## src/rtl/sparse_weight_fetcher_pkg.sv

```systemverilog
// Shared types and constants for the sparse weight fetcher.
package sparse_weight_fetcher_pkg;

    typedef enum logic [1:0] {StIdle, StRun, StDrain, StFin} fetch_state_t;

    localparam int unsigned FIFO_DEPTH = 2;

endpackage

```

## src/rtl/sparse_fetch_skid_fifo.sv

```systemverilog
// Two-entry in-order skid FIFO; push and pop may coincide.
module sparse_fetch_skid_fifo
    import sparse_weight_fetcher_pkg::*;
#(
    parameter int unsigned WIDTH = 8
) (
    input  logic             clk,
    input  logic             rst,
    input  logic             push,
    input  logic [WIDTH-1:0] push_data,
    input  logic             pop,
    output logic [WIDTH-1:0] head,
    output logic [1:0]       count
);

    logic [WIDTH-1:0] mem_q [FIFO_DEPTH];
    logic             wr_ptr_q;
    logic             rd_ptr_q;
    logic [1:0]       count_q;
    logic             do_pop;

    assign do_pop = pop && (count_q != 2'd0);

    always_ff @(posedge clk or posedge rst) begin
        if (rst) begin
            wr_ptr_q <= 1'b0;
            rd_ptr_q <= 1'b0;
            count_q  <= 2'd0;
            for (int i = 0; i < FIFO_DEPTH; i++) begin
                mem_q[i] <= '0;
            end
        end else begin
            if (push) begin
                mem_q[wr_ptr_q] <= push_data;
                wr_ptr_q        <= ~wr_ptr_q;
            end
            if (do_pop) begin
                rd_ptr_q <= ~rd_ptr_q;
            end
            count_q <= count_q + 2'(push) - 2'(do_pop);
        end
    end

    assign head  = mem_q[rd_ptr_q];
    assign count = count_q;

endmodule

```

## src/rtl/sparse_weight_fetcher.sv

```systemverilog
// Walks an index range of the wide weight store and streams masked words to compute.
module sparse_weight_fetcher
    import sparse_weight_fetcher_pkg::*;
#(
    parameter int unsigned DATA_WIDTH  = 8,
    parameter int unsigned INDEX_WIDTH = 6,
    parameter int unsigned READ_WIDTH  = 4,
    parameter int unsigned MAX_VALUES  = 64
) (
    input  logic                             clk,
    input  logic                             rst,
    input  logic                             start,
    input  logic [INDEX_WIDTH-1:0]           base_idx,
    input  logic [INDEX_WIDTH:0]             num_values,
    output logic                             busy,
    output logic                             done,
    output logic                             error,
    output logic                             mem_read_en,
    output logic [INDEX_WIDTH-1:0]           mem_read_base_idx,
    input  logic [READ_WIDTH*DATA_WIDTH-1:0] mem_read_data,
    input  logic                             mem_valid_out,
    input  logic [INDEX_WIDTH:0]             mem_num_stored,
    output logic [READ_WIDTH*DATA_WIDTH-1:0] out_data,
    output logic [READ_WIDTH-1:0]            out_mask,
    output logic                             out_valid,
    input  logic                             out_ready,
    output logic                             out_last
);

    localparam int unsigned WordW  = READ_WIDTH * DATA_WIDTH;
    localparam int unsigned EntryW = WordW + READ_WIDTH + 1;
    localparam int unsigned AddrW  = INDEX_WIDTH + 2;

    fetch_state_t            state_q;
    logic [INDEX_WIDTH:0]    ptr_q;
    logic [INDEX_WIDTH:0]    rem_q;
    logic [AddrW-1:0]        end_q;
    logic                    err_q;
    logic                    outstanding_q;
    logic [READ_WIDTH-1:0]   mask_pend_q;
    logic                    last_pend_q;

    logic [AddrW-1:0]        job_end;
    logic [AddrW-1:0]        lane_idx;
    logic [READ_WIDTH-1:0]   issue_mask;
    logic                    issue_last;
    logic                    issue;
    logic                    pop;
    logic                    push;
    logic [2:0]              credit_used;
    logic [WordW-1:0]        push_word;
    logic [EntryW-1:0]       head;
    logic [1:0]              fifo_count;

    assign job_end    = AddrW'(base_idx) + AddrW'(num_values);
    assign issue_last = rem_q <= (INDEX_WIDTH + 1)'(READ_WIDTH);
    assign out_valid  = fifo_count != 2'd0;
    assign pop        = out_valid && out_ready;
    assign push       = mem_valid_out && outstanding_q;

    // Reserve a FIFO slot for every in-flight read so a response can never overflow.
    assign credit_used = 3'(fifo_count) + 3'(outstanding_q) - 3'(pop);
    assign issue       = (state_q == StRun) && (credit_used < 3'(FIFO_DEPTH));

    always_comb begin
        issue_mask = '0;
        lane_idx   = '0;
        for (int i = 0; i < READ_WIDTH; i++) begin
            lane_idx      = AddrW'(ptr_q) + AddrW'(i);
            issue_mask[i] = lane_idx < end_q;
        end
    end

    always_comb begin
        push_word = '0;
        for (int i = 0; i < READ_WIDTH; i++) begin
            if (mask_pend_q[i]) begin
                push_word[i*DATA_WIDTH +: DATA_WIDTH] = mem_read_data[i*DATA_WIDTH +: DATA_WIDTH];
            end
        end
    end

    always_ff @(posedge clk or posedge rst) begin
        if (rst) begin
            state_q       <= StIdle;
            ptr_q         <= '0;
            rem_q         <= '0;
            end_q         <= '0;
            err_q         <= 1'b0;
            outstanding_q <= 1'b0;
            mask_pend_q   <= '0;
            last_pend_q   <= 1'b0;
        end else begin
            if (issue) begin
                outstanding_q <= 1'b1;
                mask_pend_q   <= issue_mask;
                last_pend_q   <= issue_last;
            end else if (mem_valid_out) begin
                outstanding_q <= 1'b0;
            end
            case (state_q)
                StIdle: begin
                    if (start) begin
                        ptr_q <= {1'b0, base_idx};
                        rem_q <= num_values;
                        end_q <= job_end;
                        err_q <= 1'b0;
                        if (num_values == '0) begin
                            state_q <= StFin;
                        end else if (job_end > AddrW'(mem_num_stored)) begin
                            err_q   <= 1'b1;
                            state_q <= StFin;
                        end else begin
                            state_q <= StRun;
                        end
                    end
                end
                StRun: begin
                    if (issue) begin
                        ptr_q <= ptr_q + (INDEX_WIDTH + 1)'(READ_WIDTH);
                        rem_q <= issue_last ? '0 : rem_q - (INDEX_WIDTH + 1)'(READ_WIDTH);
                        if (issue_last) begin
                            state_q <= StDrain;
                        end
                    end
                end
                StDrain: begin
                    if (pop && head[EntryW-1]) begin
                        state_q <= StFin;
                    end
                end
                default: begin
                    state_q <= StIdle;
                    err_q   <= 1'b0;
                end
            endcase
        end
    end

    sparse_fetch_skid_fifo #(
        .WIDTH(EntryW)
    ) u_fifo (
        .clk      (clk),
        .rst      (rst),
        .push     (push),
        .push_data({last_pend_q, mask_pend_q, push_word}),
        .pop      (pop),
        .head     (head),
        .count    (fifo_count)
    );

    assign busy              = (state_q == StRun) || (state_q == StDrain);
    assign done              = state_q == StFin;
    assign error             = (state_q == StFin) && err_q;
    assign mem_read_en       = issue;
    assign mem_read_base_idx = ptr_q[INDEX_WIDTH-1:0];
    assign out_data          = out_valid ? head[WordW-1:0] : '0;
    assign out_mask          = out_valid ? head[WordW +: READ_WIDTH] : '0;
    assign out_last          = out_valid && head[EntryW-1];

endmodule

```

## config.mk

```make
export PLATFORM = sky130hd
export DESIGN_NAME = sparse_weight_fetcher
export DESIGN_NICKNAME = d
export VERILOG_FILES = /design/src/rtl/sparse_weight_fetcher_pkg.sv /design/src/rtl/sparse_fetch_skid_fifo.sv /design/src/rtl/sparse_weight_fetcher.sv
export SDC_FILE = /design/constraint.sdc
export NUM_CORES = 1
export LEC_CHECK = 0
export BUFFER_PORTS_ARGS = -buffer_cell sky130_fd_sc_hd__buf_2
export CAP_MARGIN = 30
export CORE_MARGIN = 1.5
export CORE_UTILIZATION = 57
export DETAILED_ROUTE_END_ITERATION = 8
export GPL_TIMING_DRIVEN = 0
export PLACE_DENSITY = 0.77
export SLEW_MARGIN = 0
export SYNTH_ARGS = -nofsm -noshare
export SYNTH_HDL_FRONTEND = slang
export SYNTH_SLANG_ARGS = --single-unit
```

## constraint.sdc

```tcl
create_clock -name clk -period 4.3 [get_ports clk]
set_input_delay 0.86 -clock clk [delete_from_list [all_inputs] [get_ports clk]]
set_output_delay 0.86 -clock clk [all_outputs]
set_load 0.01 [all_outputs]
```

Word-level counts from Yosys, hierarchy flattened
Cells that the tools add are included.
{"block": "classes", "n_addsub": 10, "magnitude_cmp": 10, "eq_ne": 7, "mux": 32, "bitwise_logic": 5, "n_reduce_logical": 19}
{"op": "37-bit 2-to-1 mux", "n": 4}
{"op": "74-bit bitwise mux", "n": 1}
{"op": "37-bit demux with 1-bit select", "n": 1}
{"op": "7-bit 2-to-1 mux", "n": 5}
{"op": "32-bit 2-to-1 mux", "n": 1}
{"op": "8-bit 2-to-1 mux", "n": 4}
{"op": "7-bit case mux with 2 select lines", "n": 2}
{"op": "8-bit less-than comparator", "n": 3}
{"op": "7-bit by 2-bit adder with 8-bit output, second input constant", "n": 2}
{"op": "2-bit 2-to-1 mux", "n": 6}
{"op": "6-bit by 7-bit adder with 8-bit output", "n": 1}
{"op": "7-bit by 1-bit adder with 8-bit output, second input constant", "n": 1}
{"op": "8-bit by 7-bit greater-than comparator with 1-bit output", "n": 1}
{"op": "1-bit logical AND", "n": 8}
{"op": "7-bit by 8-bit less-than comparator with 1-bit output", "n": 1}
{"op": "2-bit inequality test, second input constant", "n": 4}
{"op": "7-bit by 3-bit adder with 7-bit output, second input constant", "n": 1}
{"op": "7-bit by 3-bit <= comparator with 1-bit output, second input constant", "n": 1}
{"op": "7-bit zero test", "n": 1}
{"op": "7-bit by 3-bit subtractor with 7-bit output, second input constant", "n": 1}
{"op": "2-bit case mux with 3 select lines", "n": 1}
{"op": "2-bit nonzero test", "n": 3}
{"op": "1-bit 2-to-1 mux", "n": 5}
{"op": "2-bit == test, second input constant", "n": 2}
{"op": "other kinds (18)", "n": 23}
{"block": "word_totals", "register_bits": 109, "output_inout_bits": 48, "elab_cells": 96}

Longest topological paths before layout
Gate-level depths: netlist of the first run.
{"block": "depth", "depth_word": 7, "depth_mapped": 13}

Hierarchy
From an unflattened synthesis of the first run, not the netlist that was laid out.
{"block": "unflattened", "cells_unflattened": 645, "area_unflattened_um2": 7051.8}
{"mod": "sparse_fetch_skid_fifo", "instances": 1, "cells_each": 212, "area_each_um2": 3538.4, "seq_area_each_um2": 1951.9}
{"mod": "sparse_weight_fetcher", "instances": 1, "cells_each": 433, "area_each_um2": 3513.4, "seq_area_each_um2": 775.7}

Worst setup path after synthesis of the first run
Ideal clock, no wire load.
{"block": "synth_timing", "path_kind": "input-to-output", "start": "input out_ready", "end": "output mem_read_en", "arrival_time_ps": 2479, "t_required_ps": 3440, "slack_ps": 961, "cell_stages": 9, "path_buffers": 0, "path_cell_list": "o21ai_0 -> inv_1 -> ha_1 -> inv_1 -> nand2_1 -> fa_1 -> xnor2_2 -> nand3_1 -> inv_1"}
{"block": "synth_between", "elab_chain_cells": 4}
{"item": "start, declared", "line": "sparse_weight_fetcher.sv:26", "text": "input logic out_ready,"}
{"item": "1-bit logical AND", "line": "sparse_weight_fetcher.sv:58", "text": "assign pop = out_valid && out_ready;"}
{"item": "3-bit by 1-bit subtractor with 3-bit output", "line": "sparse_weight_fetcher.sv:62", "text": "assign credit_used = 3'(fifo_count) + 3'(outstanding_q) - 3'(pop);"}
{"item": "3-bit by 2-bit less-than comparator with 1-bit output", "line": "sparse_weight_fetcher.sv:63", "text": "assign issue = (state_q == StRun) && (credit_used < 3'(FIFO_DEPTH));"}
{"item": "1-bit logical AND", "line": "sparse_weight_fetcher.sv:63"}
{"item": "end, declared", "line": "sparse_weight_fetcher.sv:18", "text": "output logic mem_read_en,"}
Every way passes these cells.

Worst setup path in the final report of the first run
{"block": "layout_timing", "start": "register u_fifo.count_q[1] (netlist: u_fifo.count[1])", "end": "output mem_read_en"}
{"block": "layout_between", "elab_chain_cells": 5, "word_cells_on_any_way": 6, "cone_classes": "add/sub (2); order compare (1); reduce/logical (3)"}
{"item": "start, declared", "line": "sparse_fetch_skid_fifo.sv:19", "text": "logic [1:0] count_q;"}
{"item": "start signal, assigned", "line": "sparse_fetch_skid_fifo.sv:40", "text": "count_q <= count_q + 2'(push) - 2'(do_pop);"}
{"item": "parallel branches: the longest is 2 deep, another holds 2-bit by 1-bit adder with 3-bit output"}
{"item": "3-bit by 1-bit subtractor with 3-bit output *", "line": "sparse_weight_fetcher.sv:62"}
{"item": "3-bit by 2-bit less-than comparator with 1-bit output *", "line": "sparse_weight_fetcher.sv:63"}
{"item": "1-bit logical AND *", "line": "sparse_weight_fetcher.sv:63"}
Mark *: on every way between the ends.

==> results of run 1 <==
## worst register-to-register path: cells and delay by family, from the launching register on
kind                     cells  cell delay [ns]
XOR/XNOR                     1             0.19
AO/OA/AOI/OAI                3             0.87
AND/OR/NAND/NOR              2             0.44
adder cells (fa/ha/maj)      2             0.68
buffers and inverters        3             0.38
flip-flops                   1             0.46
## where the power goes
group	switching, W	total (W)	internal, W	leakage (nW)
Sequential	0.000278	0.00169	0.00142	1.41
Combinational	0.00166	0.00285	0.00119	2.28
Clock	0.000387	0.00102	0.000634	0.182
## per-layer routing
| metal | part of all wire, % | vias to the layer above | wire [um] |
|---|---|---|---|
| li1 | - | 2659 | - |
| met1 | 43 | 2706 | 6840 |
| met2 | 49 | 206 | 7800 |
| met3 | 4.5 | 37 | 719 |
| met4 | 2.8 | 0 | 448 |
| met5 | 0 | - | 0 |
## final timing paths
kind / start / endpoint / slack, ns
worst max-delay path: u_fifo.count[1] / mem_read_en / 0.24
worst min-delay path: u_fifo.mem_q[42] / u_fifo.mem_q[42] / 0.48
min in group asynchronous: rst / state_q[1] / 0.57
max in group asynchronous: rst / u_fifo.mem_q[8] / 3.00
worst min register to register: u_fifo.mem_q[42] / u_fifo.mem_q[42] / 0.48
worst max register to register: u_fifo.count[1] / rem_q[3] / 1.17
## cells in the final DEF, fill, tap and decap left out, types with 3 or more instances in the layout
cell,count
dfrtp_1,109
or3_1,4
nand4_1,6
nand2b_1,4
xor2_1,7
a21oi_1,18
nor2_1,59
nor3_1,12
nor2b_1,5
o21a_1,4
bufinv_16,4
o21ai_0,83
buf_2,110
a21o_1,4
o21ai_1,6
xnor2_1,13
a211oi_1,5
inv_1,39
clkbuf_1,28
nand2_1,124
a221o_1,3
mux2i_1,41
ha_1,55
clkbuf_16,9
buf_4,6
nor3b_1,3
mux2_2,15
nand3_1,13
## flip-flops by register name, summed over array words and instances, names as in the netlist
name	count
u_fifo.mem_q	74
ptr_q	7
u_fifo.wr_ptr_q	1
outstanding_q	1
u_fifo.rd_ptr_q	1
end_q	8
last_pend_q	1
mask_pend_q	4
state_q	2
u_fifo.count	2
err_q	1
rem_q	7
## final cells by class
| class | instances | area, um2 |
|---|---|---|
| clock inverters | 7 | 145 |
| plain buffers | 42 | 189 |
| inverters | 41 | 156 |
| flip-flops and latches | 109 | 2730 |
| multi-input cells | 519 | 3380 |
| repair buffers | 104 | 543 |
| well taps | 140 | 175 |
| clock buffers | 9 | 225 |
| fillers | 885 | 3390 |
## per-stage QoR
stage / worst slack, ns / setup TNS, ns / utilization (%)
2_1_floorplan: 0.566 / 0 / -
3_3_place_gp: -0.507 / -54.30 / 65.3
3_5_place_dp: 0.326 / 0 / 65.6
4_1_cts: 0.231 / 0 / 69.0
5_1_grt: 0.0285 / 0 / 69.0
6_report: 0.243 / 0 / 69.0
## cells by family after synthesis
group	share of synthesized area, %
buf+inv	5.31
compound gates	13.5
fa+ha+maj	11.3
flops	42.3
mux	8.97
simple gates	15.7
xor+xnor	2.97
==> results.cfg, run 1 <==
[outcome]
status = finished, final reports clean

[logic_synthesis]
synth_top_cell_area_share_pct = 42.3
synthTopCellsByArea = dfrtp_1, ha_1, nand2_1, o21ai_0, mux2i_1
syn_nets = 825
ys_seq_area_share_pct = 42.3
synth_edf_count = 0
async_reset_ff_share_pct = 100
synth_area_per_cell_um2 = 9.08
netlist_area_mm2 = 0.00645
synth_common_cells = nand2_1, dfrtp_1, o21ai_0
synth_most_common_cell = nand2_1
synth_ff_type = dfrtp_1
synth.distinct_cells = 56
yosys.area.top_type = dfrtp_1
synth-seq-cells = 109
ys_warn_count = 0
syn-instance-count = 711

[floorplan]
ios = 105
rows = 38
die_x_um = 109
core_region_area_mm2 = 0.0109
die_area_mm2 = 0.0120
start_util_pct = 59.0
die_h_um = 109

[cts]
clk_latency_ns = 0.35
cts-resized-gates = 0
cts_sinks = 109
cts_buffer_depth = 2
post-cts-setup-buffer-count = 0
cts_buffers = 9
cts-htree-levels = 3
cts_tree = yes
clockRootBuffer = clkbuf_16
clkTransAtPathRegs_ns = 0.07
cts_hold_buf = 0

[cells_and_area]
antenna_cells = 0
drive_gt1_share_pct = 18.7
final_area_mm2 = 0.00755
fin_cells = 971
area_growth_pct = 16.9
design.final.nets = 940

[pwr]
vdd_drop_max_v = 0.000352
p_leak_nw = 3.87
power.density_mw_per_mm2 = 737
power_w = 0.00556

[critical_path]
path_cells = o21ai_0 > inv_1 > ha_1 > inv_1 > nand2_1 > fa_1 > xnor2_2 > nand3_1 > inv_1 > buf_2
cp_data_arrival_time_ns = 3.20
critPathCaptureType = output port
critical-path-max-stage-delay_ns = 0.46
start_kind = register
cp.buffers_inverters = 4
crit_slowest_cell = dfrtp_1
path_common_cell = inv_1
path_depth = 10
cp_top_family = buffers and inverters
criticalPathCategory = reg -> out
worstPathRequired_ns = 3.44
reg2regPathDepth = 11
crit_path_max_fanout = 10

[timing]
fin_crit_sh_pct = 94.3
fin_skew_ns = 0.00590
min_period_ns = 4.06
tightest_slew_ns = 0.563
slew_viol_final = 0
setup_violations = 0
hold_ws_ns = 0.483
rsz0062_at_grt = false
hold_viol = 0
slew_headroom_pct = 62.5
fmaxAchievable_ghz = 0.247

[detailed_routing]
drtIter0Drc = 410
drc = 0
drt-total-wl_mm = 15.8
vias = 5608
drt-pass1-iter-count = 7
drt-wirelength-per-cell_um = 16.3
ant_nets = 0
via_per_inst = 5.78

[placement]
gp_congestion = 0.945
place_inst = 955
dp_hpwl_mm = 11.6
placed_area_mm2 = 0.00718
io_buffers = 103

[grt]
gr-max-usage-layer = met2
antenna_found_initial = 0
met1_usage_pct = 34.9
met2_usage_pct = 47.1
grt_pass1_vias = 5330
use_met3_pct = 3.08
grt_start_max_net_pins = 68
grt_pass1_wl_mm = 25.4
gr-total-overflow = 0
grt_usage_pct = 27.4

[flow_run]
maxCapViolCount = 0

[worst_hold_path]
min_path_type = reg -> reg
worstHoldPathCells = 2
Note: power is estimated with default switching activity, not from simulation.
==> inputs of run 2 (changes only) <==
--- a/config.mk
+++ b/config.mk
@@ -7,8 +7,10 @@
 export LEC_CHECK = 0
 export BUFFER_PORTS_ARGS = -buffer_cell sky130_fd_sc_hd__buf_2
 export CAP_MARGIN = 30
+export CELL_PAD_IN_SITES_DETAIL_PLACEMENT = 0
+export CELL_PAD_IN_SITES_GLOBAL_PLACEMENT = 1
 export CORE_MARGIN = 1.5
-export CORE_UTILIZATION = 57
+export CORE_UTILIZATION = 43
 export DETAILED_ROUTE_END_ITERATION = 8
 export GPL_TIMING_DRIVEN = 0
 export PLACE_DENSITY = 0.77
==> run 2 against run 1 <==
Effect of this change:
- setup slack better by 0.12 ns
- flip-flop and latch count unchanged
- hold slack got worse by 0.0024 ns
- wire length increased by 2.0%
- fmax up 3.1%
- critical path type is now in -> out
- critical endpoint unchanged
==> results.cfg, run 2 (synthesis gave the netlist of run 1 again) <==
[worst_hold_path]
hold_start = u_fifo.mem_q[15]
worstHoldPathCells = 2
min_to = u_fifo.mem_q[15]
min_path_type = reg -> reg

[placement]
gp_congestion = 0.867
dp_hpwl_mm = 12.1
pre_cts_slack_ns = 0.287
place_inst = 999
io_buffers = 103

[cts]
cts_tree = yes
clockRootBuffer = clkbuf_16
cts-htree-levels = 3
cts_buffers = 9
cts_buffer_depth = 2
clk_latency_ns = 0.35
clkTransAtPathRegs_ns = 0.07
cts_sinks = 109
cts_hold_buf = 0

[detailed_routing]
drt-total-wl_mm = 16.1
vias = 5360
drc = 0
drt-pass1-iter-count = 4
drt-wirelength-per-cell_um = 15.9
drtIter0Drc = 298
ant_nets = 0
via_per_inst = 5.28

[timing]
min_period_ns = 3.94
fin_skew_ns = 0.00686
slew_viol_final = 0
rsz0062_at_grt = false
setup_violations = 0
setup_tns_ns = 0
hold_viol = 0
fmaxAchievable_ghz = 0.254
tightest_slew_ns = 0.551
slew_headroom_pct = 63.3
setup_ws_ns = 0.365
fin_crit_sh_pct = 91.5

[cells_and_area]
fin_cells = 1015
design.final.nets = 940
layout_commonest_cell = nand2_1
top_regs = u_fifo.mem_q: 74 flops, end_q: 8 flops
antenna_cells = 0
utilization_pct = 51.4
largest_register = u_fifo.mem_q
regArea_mm2 = 0.00273
drive_gt1_share_pct = 18.3
largest_register_ffs = 74
fill_cells = 1406
final_cell_mix = nand2_1, buf_2, dfrtp_1, o21ai_0, nor2_1
area_growth_pct = 16.1
multiInputGateArea_mm2 = 0.00338

[critical_path]
critical-path-max-stage-delay_ns = 0.40
criticalPathCategory = in -> out
cp_top_family = buffers and inverters
path_cells = buf_2 > o21ai_1 > inv_1 > ha_1 > inv_1 > nand2_1 > fa_1 > xnor2_2 > nand3_1 > inv_1 > buf_2
reg2regPathDepth = 11
critPathLaunch = out_ready
r2r_end = rem_q[2]
setup.reg_to_reg.worst_slack_ns = 1.28
cp.buffers_inverters = 5
critPathCaptureType = output port
start_kind = input pin
worstPathRequired_ns = 3.44
cp_data_arrival_time_ns = 3.08
r2r-start = u_fifo.count[1]
path_common_cell = inv_1
crit_path_max_fanout = 10
crit_slowest_cell = fa_1

[pwr]
p_leak_nw = 3.81
power.density_mw_per_mm2 = 708
vdd_drop_max_v = 0.000345

[grt]
grt_pass1_wl_mm = 26.7
grt_usage_pct = 20.9
grt_start_max_net_pins = 76
gr-total-overflow = 0
antenna_found_initial = 0
grt_pass1_vias = 5345

[floorplan]
die_x_um = 126
start_util_pct = 44.2
die_h_um = 126
ios = 105
core_region_area_mm2 = 0.0146
die_area_mm2 = 0.0158
rows = 44

[flow_run]
maxCapViolCount = 0

[outcome]
status = finished, final reports clean
[run 2: power breakdown]
part / total (W) / leakage [nW] / internal, W / switching, W
logic: 0.00284 / 2.28 / 0.00119 / 0.00165
registers: 0.00168 / 1.41 / 0.00142 / 0.000265
clock network: 0.000783 / 0.128 / 0.000398 / 0.000385
[run 2: cell type report]
type	instances	area share [%]
Clock buffer	12	3.15
Inverter	41	2.09
Buffer	42	2.52
Multi-Input combinational cell	519	45.1
Sequential cell	109	36.4
Timing Repair Buffer	104	7.24
Clock inverter	4	0.401
Tap cell	184	3.07
[run 2: worst max path at each step]
stage / end / slack, ns / cells after the start
2_1_floorplan: end_q[0] / 0.57 / 1
3_3_place_gp: u_fifo.mem_q[62] / -0.68 / 2
4_1_cts: mem_read_en / 0.17 / 10
3_5_place_dp: mem_read_en / 0.29 / 11
5_1_grt: mem_read_en / 0.12 / 10
6_report: mem_read_en / 0.36 / 11
[run 2: what timing repair did]
item / in CTS / in global routing
buffers inserted: 0 / 0
endpoints found under the setup margin: 0 / 1
resized for setup: 0 / 1
[run 2: layer usage]
metal	GRT usage (%)	wire length (um)
met1	28.0	7540
met3	3.72	601
met4	6.48	282
met5	0	0
met2	34.7	7710
[run 2: metrics by stage]
step / cell area, um2 / hold slack (ns) / total power (W)
floorplan: 6450 / 0.449 / 0.00370
global placement: 7200 / 0.461 / 0.00446
detailed placement: 7230 / 0.470 / 0.00455
CTS: 7500 / 0.487 / 0.00536
global route: 7500 / 0.508 / 0.00581
finish: 7500 / 0.481 / 0.00530
[run 2: worst register-to-register path: cells and delay by family, from the launching register on]
kind            cells  cell delay (ns)
flops               1             0.47
compound gates      3             0.78
simple gates        2             0.45
xor+xnor            1             0.18
buf+inv             3             0.36
fa+ha+maj           2             0.67
==> inputs of run 3 (changes only) <==
--- a/config.mk
+++ b/config.mk
@@ -10,11 +10,12 @@
 export CELL_PAD_IN_SITES_DETAIL_PLACEMENT = 0
 export CELL_PAD_IN_SITES_GLOBAL_PLACEMENT = 1
 export CORE_MARGIN = 1.5
-export CORE_UTILIZATION = 43
+export CORE_UTILIZATION = 46
 export DETAILED_ROUTE_END_ITERATION = 8
 export GPL_TIMING_DRIVEN = 0
-export PLACE_DENSITY = 0.77
+export PLACE_DENSITY = 0.78
 export SLEW_MARGIN = 0
 export SYNTH_ARGS = -nofsm -noshare
 export SYNTH_HDL_FRONTEND = slang
+export SYNTH_HIERARCHICAL = 1
 export SYNTH_SLANG_ARGS = --single-unit
==> run 3 against run 2 <==
Effect of this change:
- clock power fell by 1%
- hold slack got worse by 0.067 ns
- design area rose by 8.7%
- clock-buffer cell count did not move
- sequential power rose by 9.5%
- combinational power rose by 13%
- synthesized area rose by 9.2%
- synthesized cell count fell by 9.3%
- clock skew rose by 0.0023 ns
- die area rose by 2.1%
- core utilization rose by 2.6 points
- setup slack got worse by 0.081 ns
- largest cell class unchanged
==> results.cfg, run 3 <==
[cells_and_area]
area_growth_pct = 15.5
drive_gt1_share_pct = 31.5
layout_commonest_cell = buf_2
antenna_cells = 0
utilization_pct = 54.0
largest_register = u_fifo/mem_q
final_cell_mix = buf_2, dfrtp_1, mux2_2, ha_1, nor2b_1
design.final.nets = 878
largest_register_ffs = 74
top_regs = u_fifo/mem_q: 74 flops, end_q: 8 flops
fill_cells = 1340

[detailed_routing]
drtIter0Drc = 246
drt-pass1-iter-count = 4
drt-total-wl_mm = 16.0
via_per_inst = 5.35
vias = 5111
ant_nets = 0
drc = 0
drt-wirelength-per-cell_um = 16.7

[cts]
clockRootBuffer = clkbuf_16
cts_tree = yes
cts-htree-levels = 3
clk_latency_ns = 0.36
cts_buffer_depth = 2
cts_hold_buf = 0
clkTransAtPathRegs_ns = 0.07
cts_sinks = 109
cts_buffers = 9

[logic_synthesis]
async_reset_ff_share_pct = 100
synth_most_common_cell = dfrtp_1
synth_ff_type = dfrtp_1
netlist_area_mm2 = 0.00705
synth_edf_count = 0
ys_warn_count = 6
ys_seq_area_share_pct = 38.7
synth_top_cell_area_share_pct = 38.7
syn_nets = 760
syn-instance-count = 645
synth-seq-cells = 109
synth.distinct_cells = 53
synth_common_cells = dfrtp_1, mux2_2, ha_1
synthTopCellsByArea = dfrtp_1, mux2_2, ha_1, mux2_4, nor2b_1
yosys.area.top_type = dfrtp_1
synth_area_per_cell_um2 = 10.9

[outcome]
status = finished, final reports clean

[floorplan]
ios = 105
start_util_pct = 46.7
rows = 45
die_area_mm2 = 0.0161
die_h_um = 127
core_region_area_mm2 = 0.0151
die_x_um = 127

[timing]
fin_crit_sh_pct = 93.4
slew_viol_final = 0
hold_viol = 0
tightest_slew_ns = 0.545
setup_tns_ns = 0
slew_headroom_pct = 63.7
fmaxAchievable_ghz = 0.249
rsz0062_at_grt = false
min_period_ns = 4.02
setup_violations = 0
fin_skew_ns = 0.00911

[pwr]
vdd_drop_max_v = 0.000306
power.density_mw_per_mm2 = 715
p_leak_nw = 4.01

[critical_path]
crit_path_max_fanout = 10
worstPathRequired_ns = 3.44
cp_data_arrival_time_ns = 3.16
start_kind = register
r2r-start = u_fifo/count[1]
reg2regPathDepth = 11
critPathCaptureType = output port
setup.reg_to_reg.worst_slack_ns = 0.97
criticalPathCategory = reg -> out
r2r_end = ptr_q[2]

[worst_hold_path]
min_path_type = in -> async

[grt]
gr-total-overflow = 0
grt_start_max_net_pins = 69
antenna_found_initial = 0
grt_pass1_wl_mm = 26.6
grt_usage_pct = 21.0
grt_pass1_vias = 5275

[flow_run]
maxCapViolCount = 0

[placement]
dp_hpwl_mm = 12.0
io_buffers = 104
gp_congestion = 0.828
==> run 3: changes by cell type after synthesis, moves of 18 or more <==
cell,delta
nor2_1,-32
mux2_4,+30
nor2b_1,+41
mux2_2,+50
and2_1,+33
mux2i_1,-38
o21ai_0,-60
mux2_1,+21
clkbuf_1,-18
nand2_1,-103
==> run 3: per-stage QoR <==
stage	instances	worst slack (ns)	power (W)	hold WS, ns	instance area [um2]
2_1_floorplan	645	1.08	0.00414	0.450	7050
3_3_place_gp	937	0.154	0.00494	0.467	7810
3_5_place_dp	939	0.112	0.00508	0.478	7870
4_1_cts	955	0.107	0.00589	0.402	8140
5_1_grt	956	0.0609	0.00639	0.417	8150
6_report	956	0.284	0.00583	0.414	8150
==> run 3: kinds of logic (layout without fill, tap and decap cells) <==
kind of cell,Yosys count,in the layout,synth area share (%)
flops,109,109,38.7
simple gates,171,171,13.3
mux,119,119,20.5
compound gates,89,89,8.41
buf+inv,76,199,5.66
xor+xnor,23,23,2.86
fa+ha+maj,58,58,10.5
==> run 3: what timing repair did <==
item,4_1_cts,5_1_grt
resized for setup,2,0
setup buffers,0,1
endpoints found under the setup margin,1,1
pin swaps,0,1
==> run 3: layer usage <==
layer	global-route usage, %	vias to the layer above	wire length [um]
li1	-	2466	-
met1	26.5	2517	7240
met2	36.1	115	7780
met3	5.06	13	718
met4	5.35	0	214
met5	0	-	0
==> run 3: final cells by class <==
cell class / count / area (um2) / share of cell area, %
Multi-Input combinational cell: 460 / 3930 / 48.2
Clock inverter: 4 / 31.3 / 0.384
Tap cell: 188 / 235 / 2.89
Clock buffer: 12 / 236 / 2.90
Buffer: 32 / 235 / 2.89
Timing Repair Buffer: 107 / 583 / 7.16
Sequential cell: 109 / 2730 / 33.5
Inverter: 44 / 168 / 2.06
==> run 3: power by group <==
part,internal [W],leakage [nW],switching [W],total (W)
Clock,0.000398,0.132,0.000376,0.000775
Sequential,0.00148,1.37,0.000360,0.00184
Combinational,0.00160,2.51,0.00162,0.00322
Total,0.00347,4.01,0.00235,0.00583
==> run 3: worst max-delay path by stage <==
stage / slack, ns / endpoint / startpoint
after floorplan: 1.08 / mem_read_en / out_ready
after global placement: 0.15 / mem_read_en / u_fifo/count[1]
after detailed placement: 0.11 / mem_read_en / u_fifo/count[1]
after CTS: 0.11 / mem_read_en / u_fifo/count[1]
after global routing: 0.06 / mem_read_en / u_fifo/count[1]
final: 0.28 / mem_read_en / u_fifo/count[1]
==> run 3: critical path, cell delays in order, from the launching register on <==
cell      delay, ns
dfrtp_1        0.46
nor2_1         0.30
clkbuf_2       0.32
nor2b_1        0.11
ha_1           0.29
nor2b_1        0.05
fa_1           0.37
xnor2_1        0.21
nor3_2         0.24
buf_2          0.28
buf_2          0.17
